### config.mk
export PLATFORM = sky130hd
export DESIGN_NAME = check
export DESIGN_NICKNAME = d
export VERILOG_FILES = /design/src/rtl/check_pkg.sv /design/src/rtl/check_cmp.sv /design/src/rtl/check.sv
export SDC_FILE = /design/constraint.sdc
export NUM_CORES = 1
export LEC_CHECK = 0
export ABC_CLOCK_PERIOD_IN_PS = 7900
export CORE_MARGIN = 5
export CORE_UTILIZATION = 53
export DETAILED_ROUTE_END_ITERATION = 8
export PLACE_DENSITY = 0.95
export SLEW_MARGIN = 20
export SYNTH_ARGS = -nofsm -noshare
export SYNTH_HDL_FRONTEND = slang
export SYNTH_SLANG_ARGS = --single-unit
### constraint.sdc
create_clock -name clock -period 7.9 [get_ports clock]
set_clock_uncertainty 0.15 [all_clocks]
set_input_delay 0.79 -clock clock [delete_from_list [all_inputs] [get_ports clock]]
set_output_delay 0.79 -clock clock [all_outputs]
set_load 0.01 [all_outputs]
### src/rtl/check_pkg.sv
// check_pkg: definitions shared by the stim and check ends of the stimulus
// pipeline.
//   - STIM<=>CHECK command codes
//   - CHECK_FIFO word layout {expected, address, orv}, MSB to LSB
//   - check FSM state encodings
package check_pkg;

  // Default widths of the stimulus pipeline.
  localparam int unsigned CHK_ADDR_WIDTH = 20;
  localparam int unsigned CHK_STF_WIDTH  = 24;
  localparam int unsigned CHK_ORV_WIDTH  = 8;
  localparam int unsigned CHK_CHF_WIDTH  = CHK_STF_WIDTH + CHK_ORV_WIDTH + CHK_ADDR_WIDTH;

  // Command codes on sc_cmd.
  typedef enum logic [4:0] {
    SC_CMD_IDLE    = 5'b00000,
    SC_CMD_BITMASK = 5'b00001,
    SC_CMD_CLRCNT  = 5'b00010
  } sc_cmd_e;

  // Check FSM states.
  typedef enum logic [2:0] {
    ST_IDLE    = 3'd0,
    ST_COMPARE = 3'd1,
    ST_WR_HI   = 3'd2,
    ST_WR_LO   = 3'd3
  } check_state_e;

  // LSB offsets of the CHECK_FIFO fields. orv always sits at bit 0.
  localparam int unsigned CHF_ORV_LSB = 0;

  function automatic int unsigned chf_addr_lsb(input int unsigned orv_w);
    return orv_w;
  endfunction

  function automatic int unsigned chf_exp_lsb(input int unsigned orv_w,
                                              input int unsigned addr_w);
    return orv_w + addr_w;
  endfunction

endpackage

### src/rtl/check_cmp.sv
// check_cmp: masked compare of actual against expected DUT outputs.
//   act, exp - actual and expected vectors
//   mask     - active output bitmask (1 = bit is compared)
//   orv      - status seed from the expected-result record
//   fail     - any masked bit differs
//   status   - orv with fail OR-ed into bit 0
module check_cmp #(
  parameter int unsigned STF_WIDTH = 24,
  parameter int unsigned ORV_WIDTH = 8
) (
  input  logic [STF_WIDTH-1:0] act,
  input  logic [STF_WIDTH-1:0] exp,
  input  logic [STF_WIDTH-1:0] mask,
  input  logic [ORV_WIDTH-1:0] orv,
  output logic                 fail,
  output logic [ORV_WIDTH-1:0] status
);

  always_comb begin
    fail   = |((act ^ exp) & mask);
    status = orv | {{(ORV_WIDTH-1){1'b0}}, fail};
  end

endmodule

### src/rtl/check.sv
// check: consumer end of the stimulus pipeline.
// Pops an expected-result record from CHECK_FIFO together with the sampled DUT
// outputs from RESULT_FIFO, compares them under the active bitmask and writes
// a 2-word result record ({status, act[23:16]} @addr, act[15:0] @addr+1) over
// an Avalon-MM write master. Responds to BITMASK / CLRCNT commands once all
// queued records are checked, and keeps saturating pass/fail counters.
//   clock, reset         - system clock, async active-high reset
//   cfifo_*              - CHECK_FIFO show-ahead read side
//   rfifo_*              - RESULT_FIFO show-ahead read side
//   mem_*                - Avalon-MM write master
//   sc_*                 - STIM<=>CHECK command interface
//   vec_count/fail_count - vectors checked / failed
module check
  import check_pkg::*;
#(
  parameter int unsigned ADDR_WIDTH = 20,
  parameter int unsigned DATA_WIDTH = 16,
  parameter int unsigned BE_WIDTH   = DATA_WIDTH / 8,
  parameter int unsigned STF_WIDTH  = 24,
  parameter int unsigned ORV_WIDTH  = 8,
  parameter int unsigned CHF_WIDTH  = STF_WIDTH + ORV_WIDTH + ADDR_WIDTH,
  parameter int unsigned SCC_WIDTH  = 5,
  parameter int unsigned SCD_WIDTH  = 24,
  parameter int unsigned CNT_WIDTH  = 16
) (
  input  logic                  clock,
  input  logic                  reset,
  input  logic [CHF_WIDTH-1:0]  cfifo_q,
  output logic                  cfifo_rdreq,
  input  logic                  cfifo_rdempty,
  input  logic [STF_WIDTH-1:0]  rfifo_q,
  output logic                  rfifo_rdreq,
  input  logic                  rfifo_rdempty,
  output logic [ADDR_WIDTH-1:0] mem_address,
  output logic [BE_WIDTH-1:0]   mem_byteenable,
  output logic                  mem_write,
  output logic [DATA_WIDTH-1:0] mem_writedata,
  input  logic                  mem_waitrequest,
  input  logic [SCC_WIDTH-1:0]  sc_cmd,
  input  logic [SCD_WIDTH-1:0]  sc_data,
  input  logic                  sc_switching,
  output logic                  sc_ready,
  output logic [CNT_WIDTH-1:0]  vec_count,
  output logic [CNT_WIDTH-1:0]  fail_count
);

  localparam int unsigned ADDR_LSB = chf_addr_lsb(ORV_WIDTH);
  localparam int unsigned EXP_LSB  = chf_exp_lsb(ORV_WIDTH, ADDR_WIDTH);
  localparam int unsigned HI_ACT_W = DATA_WIDTH - ORV_WIDTH;

  check_state_e          state_q, state_d;
  logic [STF_WIDTH-1:0]  exp_q, act_q, mask_q;
  logic [ADDR_WIDTH-1:0] addr_q;
  logic [ORV_WIDTH-1:0]  orv_q, status_q;
  logic [CNT_WIDTH-1:0]  vec_q, fail_q;
  logic                  cmp_fail;
  logic [ORV_WIDTH-1:0]  cmp_status;
  logic                  pop;

  check_cmp #(
    .STF_WIDTH(STF_WIDTH),
    .ORV_WIDTH(ORV_WIDTH)
  ) u_cmp (
    .act   (act_q),
    .exp   (exp_q),
    .mask  (mask_q),
    .orv   (orv_q),
    .fail  (cmp_fail),
    .status(cmp_status)
  );

  // Both FIFOs are popped together or not at all; held off during reset.
  assign pop = (state_q == ST_IDLE) && !cfifo_rdempty && !rfifo_rdempty &&
               !sc_switching && !reset;

  // Commands are only taken once every queued record has been checked.
  assign sc_ready       = (state_q == ST_IDLE) && cfifo_rdempty;
  assign mem_byteenable = '1;
  assign vec_count      = vec_q;
  assign fail_count     = fail_q;

  always_comb begin
    state_d       = state_q;
    cfifo_rdreq   = 1'b0;
    rfifo_rdreq   = 1'b0;
    mem_write     = 1'b0;
    mem_address   = addr_q;
    mem_writedata = {status_q, act_q[STF_WIDTH-1 -: HI_ACT_W]};
    case (state_q)
      ST_IDLE: begin
        if (pop) begin
          cfifo_rdreq = 1'b1;
          rfifo_rdreq = 1'b1;
          state_d     = ST_COMPARE;
        end
      end
      ST_COMPARE: state_d = ST_WR_HI;
      ST_WR_HI: begin
        mem_write = 1'b1;
        if (!mem_waitrequest) state_d = ST_WR_LO;
      end
      ST_WR_LO: begin
        mem_write     = 1'b1;
        mem_address   = addr_q + ADDR_WIDTH'(1);
        mem_writedata = act_q[DATA_WIDTH-1:0];
        if (!mem_waitrequest) state_d = ST_IDLE;
      end
      default: state_d = ST_IDLE;
    endcase
  end

  always_ff @(posedge clock or posedge reset) begin
    if (reset) begin
      state_q  <= ST_IDLE;
      exp_q    <= '0;
      act_q    <= '0;
      addr_q   <= '0;
      orv_q    <= '0;
      status_q <= '0;
      mask_q   <= '1;
      vec_q    <= '0;
      fail_q   <= '0;
    end else begin
      state_q <= state_d;
      if (pop) begin
        exp_q  <= cfifo_q[EXP_LSB +: STF_WIDTH];
        addr_q <= cfifo_q[ADDR_LSB +: ADDR_WIDTH];
        orv_q  <= cfifo_q[CHF_ORV_LSB +: ORV_WIDTH];
        act_q  <= rfifo_q;
      end
      if (state_q == ST_COMPARE) begin
        status_q <= cmp_status;
        if (vec_q != '1) vec_q <= vec_q + CNT_WIDTH'(1);
        if (cmp_fail && fail_q != '1) fail_q <= fail_q + CNT_WIDTH'(1);
      end
      // sc_ready implies IDLE, so this never meets the COMPARE update above.
      if (sc_ready && sc_cmd == SC_CMD_BITMASK) mask_q <= sc_data[STF_WIDTH-1:0];
      if (sc_ready && sc_cmd == SC_CMD_CLRCNT) begin
        vec_q  <= '0;
        fail_q <= '0;
      end
    end
  end

endmodule

**Word level (Yosys, flattened, before mapping)**

Cells that the tools add are included.

- Reductions and logical operators: 21
- $add $sub $neg: 3
- $mul: 0
- Shifts and indexed selects: 0
- Divide/modulo/power cells: 0
- Bitwise operators: 3
- Equal/unequal tests: 10
- Muxes and demuxes: 15
- Order comparisons: 0

Operator list:

| kind | number |
|---|---|
| $mux W16 | 7 |
| $add A16 B1 Y16 const B | 2 |
| $ne A16 B16 Y1 const B | 2 |
| $and A24 B24 Y24 | 1 |
| $reduce_or A24 Y1 | 1 |
| $xor A24 B24 Y24 | 1 |
| $add A20 B1 Y20 const B | 1 |
| $mux W20 | 1 |
| $pmux W3 S4 | 1 |
| $mux W3 | 3 |
| $logic_and A1 B1 Y1 | 8 |
| $or A8 B1 Y8 | 1 |
| $eq A3 B2 Y1 const B | 2 |
| $ne A2 B2 Y1 const B | 3 |
| $reduce_bool A2 Y1 | 3 |
| $eq A5 B1 Y1 const B | 1 |
| $eq A5 B2 Y1 const B | 1 |
| $logic_not A1 Y1 | 4 |
| $reduce_and A2 Y1 | 2 |
| $eq A3 B1 Y1 const B | 1 |
| $logic_not A3 Y1 | 1 |
| $mux W1 | 3 |
| $reduce_and A3 Y1 | 1 |
| $reduce_or A2 Y1 | 1 |

- Bits in writable memories: 0
- Bits in read-only memories: 0
- Latch bits: 0
- Bits in registers: 143
- Memories: 0
- Word-level logic and storage cells: 61

**Logic depth before layout (Yosys ltp)**

Gate-level depths: netlist of run 1.

- Word-level depth: 7
- Gate-level depth with buffers: 8
- Depth with buffers taken out: 7

**By module**

From an unflattened synthesis of run 1, not the netlist that was laid out.

- Cells, all modules: 707
- Area total of the unflattened synthesis: 6916.6 um^2

By module, submodules not included:

| module | area an instance (um^2) | cells an instance | sequential area each (um^2) | instances |
|---|---|---|---|---|
| check | 6523.8 | 659 | 3583.4 | 1 |
| check_cmp | 392.9 | 48 | 0.0 | 1 |

**Worst setup path before layout of run 1**

OpenSTA, ideal clock, no wires.

- Kind: input -> output
- Start: in cfifo_rdempty
- End: out rfifo_rdreq
- Data required time: 6.960 ns
- Cell stages on the path: 5
- Path slack: 5.138 ns
- Arrival: 1.822 ns
- Cell sequence: nor4_1 -> nand2_1 -> inv_2 -> clkbuf_1 -> buf_4

- Word-level cells in the longest chain between the ends: 7

Ends and longest elaborated chain:

| element | RTL line | RTL |
|---|---|---|
| from (decl) | check.sv:30 | `input logic cfifo_rdempty,` |
| $logic_not A1 Y1 | check.sv:73 | `assign pop = (state_q == ST_IDLE) && !cfifo_rdempty && !rfifo_rdempty &&` |
| $logic_and A1 B1 Y1 (3 in series) | check.sv:73 |  |
| $logic_and A1 B1 Y1 | check.sv:74 | `!sc_switching && !reset;` |
| $mux W1 (2 in series) | - |  |
| to (decl) | check.sv:32 | `output logic rfifo_rdreq,` |

Every way passes these cells.

**Final worst setup path of run 1**

- Start: reg state_q[0]
- End: out mem_address[19]

- Word-level cells in the longest chain between the ends: 2

Ends and longest elaborated chain:

| element | RTL line | RTL |
|---|---|---|
| from (decl) | check.sv:51 | `check_state_e state_q, state_d;` |
| from (signal assigned) | check.sv:124 | `state_q <= state_d;` |
| $eq A3 B2 Y1 | check.sv:89 | `case (state_q)` |
| $mux W20 | check.sv:89 |  |
| to (decl) | check.sv:34 | `output logic [ADDR_WIDTH-1:0] mem_address,` |

Every way passes these cells.

==> results of run 1 <==
==> worst max-delay path: cells and delay by family, from the launching register on <==
| family | cells | cell delay (ps) |
|---|---|---|
| XOR/XNOR | 1 | 180 |
| adder cells (fa/ha/maj) | 1 | 290 |
| buffers and inverters | 1 | 590 |
| flip-flops | 1 | 430 |
| AND/OR/NAND/NOR | 5 | 1080 |
==> cells in the final DEF (no fill, tap or decap), types with 3 or more instances in the layout <==
cell,instances
o211ai_1,3
a21oi_1,17
dfstp_2,24
or4_1,10
nand4_1,22
nor2_1,18
buf_4,7
inv_1,6
a22oi_1,12
ha_1,8
nand3_1,14
xnor2_1,16
xor2_1,39
bufinv_16,5
dfrtp_1,118
clkdlybuf4s50_1,182
and4_1,6
clkbuf_8,3
o21ai_0,13
and3_1,10
and2_1,4
clkbuf_16,17
nor3_1,4
o31ai_1,8
or3_1,10
clkinv_2,4
mux2_2,48
nand2_1,242
==> through the flow <==
step	power [µW]	setup WS, ps	util, %	std cells
after floorplan	2041	3190	-	709
after global placement	2612	4234	69.57	1036
after detailed placement	2685	4214	69.57	1036
after CTS	3588	4022	74.75	1068
after global routing	3785	3895	74.75	1068
final	3565	3996	74.75	1068
==> cell families after synthesis <==
family                     Yosys count  synth area share, %
adders and majority gates            8                1.458
buffers and inverters               43                2.844
DFF                                142                52.21
xor gates and xnor gates            55                7.018
and+or+nand+nor                    355                23.46
other                                1              0.05463
AOI/OAI and AO/OA                   55                4.940
muxes                               49                8.020
==> power by group through the flow <==
stage / sequential (µW) / clock, µW / combinational [µW]
CTS: 1410 / 895 / 1290
global placement: 1390 / 0 / 1230
global route: 1460 / 926 / 1400
detailed placement: 1410 / 0 / 1270
floorplan: 1350 / 0 / 687
finish: 1410 / 883 / 1270
==> state kept, by name, summed over array words and instances (netlist names) <==
| signal | flops |
|---|---|
| orv_q | 8 |
| state_q | 2 |
| fail_count | 16 |
| status_q | 8 |
| mask_q | 24 |
| addr_q | 20 |
| act_q | 24 |
| vec_count | 16 |
| exp_q | 24 |
==> how the worst max path moves through the flow <==
| stage | slack, ps | depth (start not counted) | from | end |
|---|---|---|---|---|
| after CTS | 4020 | 8 | state_q[0]$_DFFE_PP0P_ | mem_address[19] |
| after floorplan | 3190 | 1 | reset | act_q[0]$_DFFE_PP0P_ |
| after global routing | 3900 | 8 | state_q[0]$_DFFE_PP0P_ | mem_address[19] |
| after detailed placement | 4210 | 6 | reset | rfifo_rdreq |
| after global placement | 4230 | 6 | reset | rfifo_rdreq |
| final | 4000 | 8 | state_q[0]$_DFFE_PP0P_ | mem_address[19] |
==> per-layer routing <==
| metal | track usage [%] | vias up | wire (µm) |
|---|---|---|---|
| li1 | - | 2744 | - |
| met1 | 30.67 | 2875 | 7243 |
| met2 | 41.84 | 237 | 9181 |
| met3 | 5.631 | 40 | 1320 |
| met4 | 10.80 | 0 | 546 |
| met5 | 0 | - | 0 |
==> cell type report <==
cell class	instances	share of cell area, %
Timing Repair Buffer	189	19.79
Sequential cell	142	37.83
Tap cell	172	2.272
Clock inverter	11	1.968
Inverter	9	0.4095
Multi-Input combinational cell	524	32.76
Clock buffer	21	4.967
==> out/results.tsv, run 1 <==
stage	metric	value	unit
yosys	mapped cell area	6864	µm²
floorplan	die span in y	123.8	µm
clocking	CTS Buf Count	17	
yosys	most frequent cell after synthesis	nand2_1	
route	antenna viol nets, final	0	
cells_and_area	filler cell count in the final layout	863	
critical_path	Critical Setup Path Class	reg -> out	
global_routing	first-pass GRT wire length	29.43	mm
sta	fmax	256.1	MHz
sta	Sum Neg Setup Slack	0	ps
yosys	Seq/Total Area, Yosys	52.21	%
yosys	top-area cell type share of the netlist area	43.02	%
critical_path	Worst EP required	6960	ps
critical_path	Reg2Reg Setup Slack	5060	ps
floorplan	I/O pin cnt	185	
power_and_ir_drop	Power Density	376.4	nW/µm²
critical_path	critical-path cell list	ha_1, and3_1, and3_1, nor2b_1, and3_1, nand3_1, xnor2_1, clkdlybuf4s50_1	
power_and_ir_drop	Net Sw Power	1216	µW
sta	Final setup viols	0	
power_and_ir_drop	share of power burned in registers	39.6	%
yosys	Synth Flop Type	dfrtp_1	
yosys	Post-synth ARST share	100.0	%
yosys	Gate Count Post-Synth	708	
sta	slew of the pin with the lowest slew margin	820.1	ps
status	outcome	finished, final reports clean	
critical_path	RR Endpoint	state_q[0]$_DFFE_PP0P_	
placement	Cell Area, Placed	8815	µm²
critical_path	crit-path max cell delay	590	ps
route	Avg Vias per Cell	5.521	
power_and_ir_drop	switching part of the total power	34.10	%
yosys	count of unique library cells instantiated by Yosys	43	
sta	final hold vios	0	
critical_path	CP Launch Type	flip-flop	
clocking	clk buf depth	2	
sta	WHS	327.3	ps
critical_path	CP arrival	2960	ps
route	DR vias	5896	
clocking	clock tree from TritonCTS	yes	
yosys	Post-synth top cells	nand2_1 (243), dfrtp_1 (118), mux2_2 (48), xor2_1 (39), dfstp_2 (24)	
clocking	hold buffer count at cts	0	
cells_and_area	sequential cell area	3583	µm²
floorplan	Initial Utilization	54.17	%
sta	Final period util	49.42	%
clocking	Resized Gates After CTS	0	
global_routing	gr ovfl total	0	
placement	routability cong.	0.8887	
yosys	#FFs+latches synth	142	
clocking	postcts setup bufs	0	
global_routing	maximum number of pins on one net before global-route repair	80	
placement	hpwl dp	12.96	mm
cells_and_area	synthesis-to-finish area growth	37.99	%
min_path	HP Start	orv_q[1]$_DFFE_PP0P_	
power_and_ir_drop	cell internal pwr	2349	µW
power_and_ir_drop	clock share of power	24.8	%
critical_path	FF-to-FF path depth	8	
critical_path	element type at the critical path end	primary output	
route	final WL	18.29	mm
power_and_ir_drop	Leak	0.004229	µW
cells_and_area	ANT cells	0	
floorplan	die area	15330	µm²
sta	final slew viol count	0	
power_and_ir_drop	Worst VDD drop	212.9	µV
clocking	H-tree depth	4	
critical_path	CP dominant cell by count	and3_1	
sta	max_slew headroom	45.33	%
clocking	Clock Root Buffer	clkbuf_16	
clocking	clk sinks	142	
global_routing	GRT Resource Usage Total	24.85	%
cells_and_area	Layout Nets	1002	
power_and_ir_drop	Comb power frac	35.7	%
clocking	Clock Latency Late Sink	420	ps
floorplan	Rows	41	
sta	RSZ-0062 raised after global routing	no	
min_path	hold crit path type	reg -> reg	
placement	port bufs	182	
yosys	area leader, netlist	dfrtp_1	
min_path	Hold Path Depth	2	
cells_and_area	layout cells sized above 1	13.62	%
clocking	Clock transition at path regs	60	ps
yosys	Avg Inst Size Synth	9.695	µm²
yosys	Synthesis Warnings	0	
route	drt pass-1 iters	6	
job	max cap viols	0	
cells_and_area	Post-Layout Inst Area	9472	µm²
critical_path	Critical R2R Launch	state_q[0]$_DFFE_PP0P_	
critical_path	slowest CP cell	clkdlybuf4s50_1	
route	routed len/inst	17.13	µm
floorplan	core area	12670	µm²
yosys	EDFF count, synth	0	
global_routing	vias in the first global route	6109	
route	DRC Markers	0	
yosys	Synth area leaders	dfrtp_1 (43%), nand2_1 (13%), dfstp_2 (9.2%)	
min_path	worst hold path endpoint	orv_q[1]$_DFFE_PP0P_	
global_routing	initial antenna violation count	0	
route	initial drt markers	496	
floorplan	die width	123.8	µm
critical_path	Max FO, Critical Path	5	
cells_and_area	area of the multi-input gates	3103	µm²
sta	fin crit period	3904	ps
(Power assumes the default switching activity.)
==> inputs of run 2 (changes only) <==
--- a/config.mk
+++ b/config.mk
@@ -5,11 +5,11 @@
 export SDC_FILE = /design/constraint.sdc
 export NUM_CORES = 1
 export LEC_CHECK = 0
-export ABC_CLOCK_PERIOD_IN_PS = 7900
+export ABC_CLOCK_PERIOD_IN_PS = 3600
 export CORE_MARGIN = 5
-export CORE_UTILIZATION = 53
+export CORE_UTILIZATION = 49
 export DETAILED_ROUTE_END_ITERATION = 8
-export PLACE_DENSITY = 0.95
+export PLACE_DENSITY = 0.9
 export SLEW_MARGIN = 20
 export SYNTH_ARGS = -nofsm -noshare
 export SYNTH_HDL_FRONTEND = slang
==> constraint.sdc (replaced) <==
create_clock -name clock -period 3.6 [get_ports clock]
set_clock_uncertainty 0.15 [all_clocks]
set_input_delay 0.36 -clock clock [delete_from_list [all_inputs] [get_ports clock]]
set_output_delay 0.36 -clock clock [all_outputs]
set_load 0.01 [all_outputs]
==> out/results.tsv, run 2 (synthesized netlist as in run 1, its figures left out) <==
stage	metric	value	unit
global_routing	met3 Track Usage GR	6.227	%
sta	final slew viol count	0	
clocking	clk buf depth	2	
cells_and_area	Post-Layout Inst Area	9414	µm²
cells_and_area	filler cell count in the final layout	1014	
critical_path	CP Buf/Inv Count	2	
clocking	Clock transition at path regs	60	ps
floorplan	Initial Utilization	49.64	%
global_routing	initial antenna violation count	0	
floorplan	die width	128.4	µm
critical_path	crit-path max cell delay	560	ps
cells_and_area	synthesis-to-finish area growth	37.15	%
placement	Inst Count DP	1046	
cells_and_area	area of the multi-input gates	3108	µm²
route	drt pass-1 iters	4	
placement	port bufs	182	
critical_path	Critical Setup Path Class	reg -> out	
sta	final hold vios	0	
clocking	Clock Root Buffer	clkbuf_16	
global_routing	gr ovfl total	0	
critical_path	CP Launch Type	flip-flop	
global_routing	vias in the first global route	5837	
placement	Place WS	557.8	ps
clocking	Clock Latency Late Sink	420	ps
critical_path	critical-path cell list	ha_1, buf_4, nand4_1, nor3_2, nand3_1, xnor2_1, clkdlybuf4s50_1	
job	max cap viols	0	
cells_and_area	commonest cells after routing, fill and taps aside	nand2_1 (242), clkdlybuf4s50_1 (182), dfrtp_1 (118), mux2_2 (48), xor2_1 (39)	
floorplan	Rows	43	
route	final WL	18.09	mm
route	antenna viol nets, final	0	
floorplan	die area	16480	µm²
sta	Final setup viols	0	
power_and_ir_drop	Power Density	797.6	nW/µm²
sta	Final period util	93.88	%
cells_and_area	Final Util	68.08	%
cells_and_area	most common cell after layout, fill and taps aside	nand2_1	
global_routing	maximum number of pins on one net before global-route repair	143	
sta	slew of the pin with the lowest slew margin	800.5	ps
global_routing	global routing usage on met2	37.45	%
cells_and_area	layout cells sized above 1	13.57	%
route	DR vias	5660	
sta	fin crit period	3380	ps
critical_path	Worst EP required	3090	ps
min_path	hold crit path type	in -> reg	
cells_and_area	sequential cell area	3583	µm²
critical_path	Reg2Reg Setup Slack	1110	ps
floorplan	die span in y	128.4	µm
critical_path	Critical R2R Launch	state_q[0]$_DFFE_PP0P_	
power_and_ir_drop	Worst VDD drop	448.3	µV
critical_path	FF-to-FF path depth	7	
placement	Cell Area, Placed	8851	µm²
route	Avg Vias per Cell	5.246	
sta	fmax	295.9	MHz
power_and_ir_drop	Leak	0.004188	µW
cells_and_area	Finished Layout Cells	1079	
cells_and_area	ANT cells	0	
min_path	HP Start	cfifo_q[29]	
global_routing	GRT Resource Usage Total	22.80	%
critical_path	crit path launch	state_q[0]$_DFFE_PP0P_	
sta	max_slew headroom	46.63	%
clocking	clock tree from TritonCTS	yes	
min_path	Hold Path Depth	3	
critical_path	Max FO, Critical Path	22	
floorplan	I/O pin cnt	185	
critical_path	RR Endpoint	mask_q[15]$_DFFE_PP1P_	
status	outcome	finished, final reports clean	
placement	hpwl dp	12.83	mm
clocking	H-tree depth	4	
global_routing	grt met1 use	29.53	%
placement	routability cong.	0.8403	
critical_path	element type at the critical path end	primary output	
route	routed len/inst	16.76	µm
clocking	clk sinks	142	
route	initial drt markers	389	
critical_path	slowest CP cell	clkdlybuf4s50_1	
min_path	worst hold path endpoint	exp_q[1]$_DFFE_PP0P_	
clocking	CTS Buf Count	17	
floorplan	core area	13830	µm²
global_routing	first-pass GRT wire length	29.44	mm
critical_path	CP arrival	2870	ps
route	DRC Markers	0	
cells_and_area	top flop regs	act_q: 24 flops, exp_q: 24 flops, mask_q: 24 flops	
critical_path	delay-heaviest family, CP	buffers and inverters	
sta	setup slack after layout	220.4	ps
cells_and_area	Layout Nets	1005	
sta	Sum Neg Setup Slack	0	ps
global_routing	GR peak layer	met2	
[run 2: cell types whose count changed in the layout (fill, tap and decap cells not counted), sizes merged]
cell      change
inv           -1
clkinvlp      +2
clkinv        -1
buf           +3
bufinv        -4
clkbuf        +4
[run 2: timing repair]
action,4_1_cts,5_1_grt
buffers inserted,0,1
endpoints found under the setup margin,0,2
hold endpoints to repair,0,0
gates resized for setup,0,1
hold buffers,0,0
[run 2: final cells by class]
| cell class | instances | share of cell area, % |
|---|---|---|
| inverters | 9 | 0.3987 |
| repair buffers | 192 | 20.28 |
| multi-input cells | 524 | 33.01 |
| clock inverters | 7 | 0.6911 |
| flip-flops and latches | 142 | 38.06 |
| well taps | 180 | 2.392 |
| clock buffers | 25 | 5.157 |
[run 2: worst max path at each step]
stage	to	slack, ps	cells after the start
after floorplan	act_q[0]$_DFFE_PP0P_	1330	1
after global placement	mem_address[18]	690	7
after detailed placement	mem_address[16]	560	7
after CTS	mem_address[16]	60	7
after global routing	mem_address[16]	-10	7
final	mem_address[16]	220	7
[run 2: metal layers]
layer	vias to the layer above	share of wire, %
met5	-	0
met4	0	1.4
met3	23	7.4
met2	186	49
met1	2711	42
li1	2740	-
[run 2: through the flow]
stage	total power, µW	hold slack, ps
floorplan	4480	290.1
global placement	5771	302.8
detailed placement	5898	310.7
CTS	7572	295.8
global route	8018	308.3
finish	7509	315.5
[run 2: power breakdown]
group	internal (µW)	switching (µW)
Sequential	2370	706
Clock	1000	633
Combinational	1510	1290
Total	4880	2630
[run 2: tightest hold or removal path, delay by kind of cell]
kind	cells	cell delay (ps)
buf+inv	1	390
simple gates	2	90
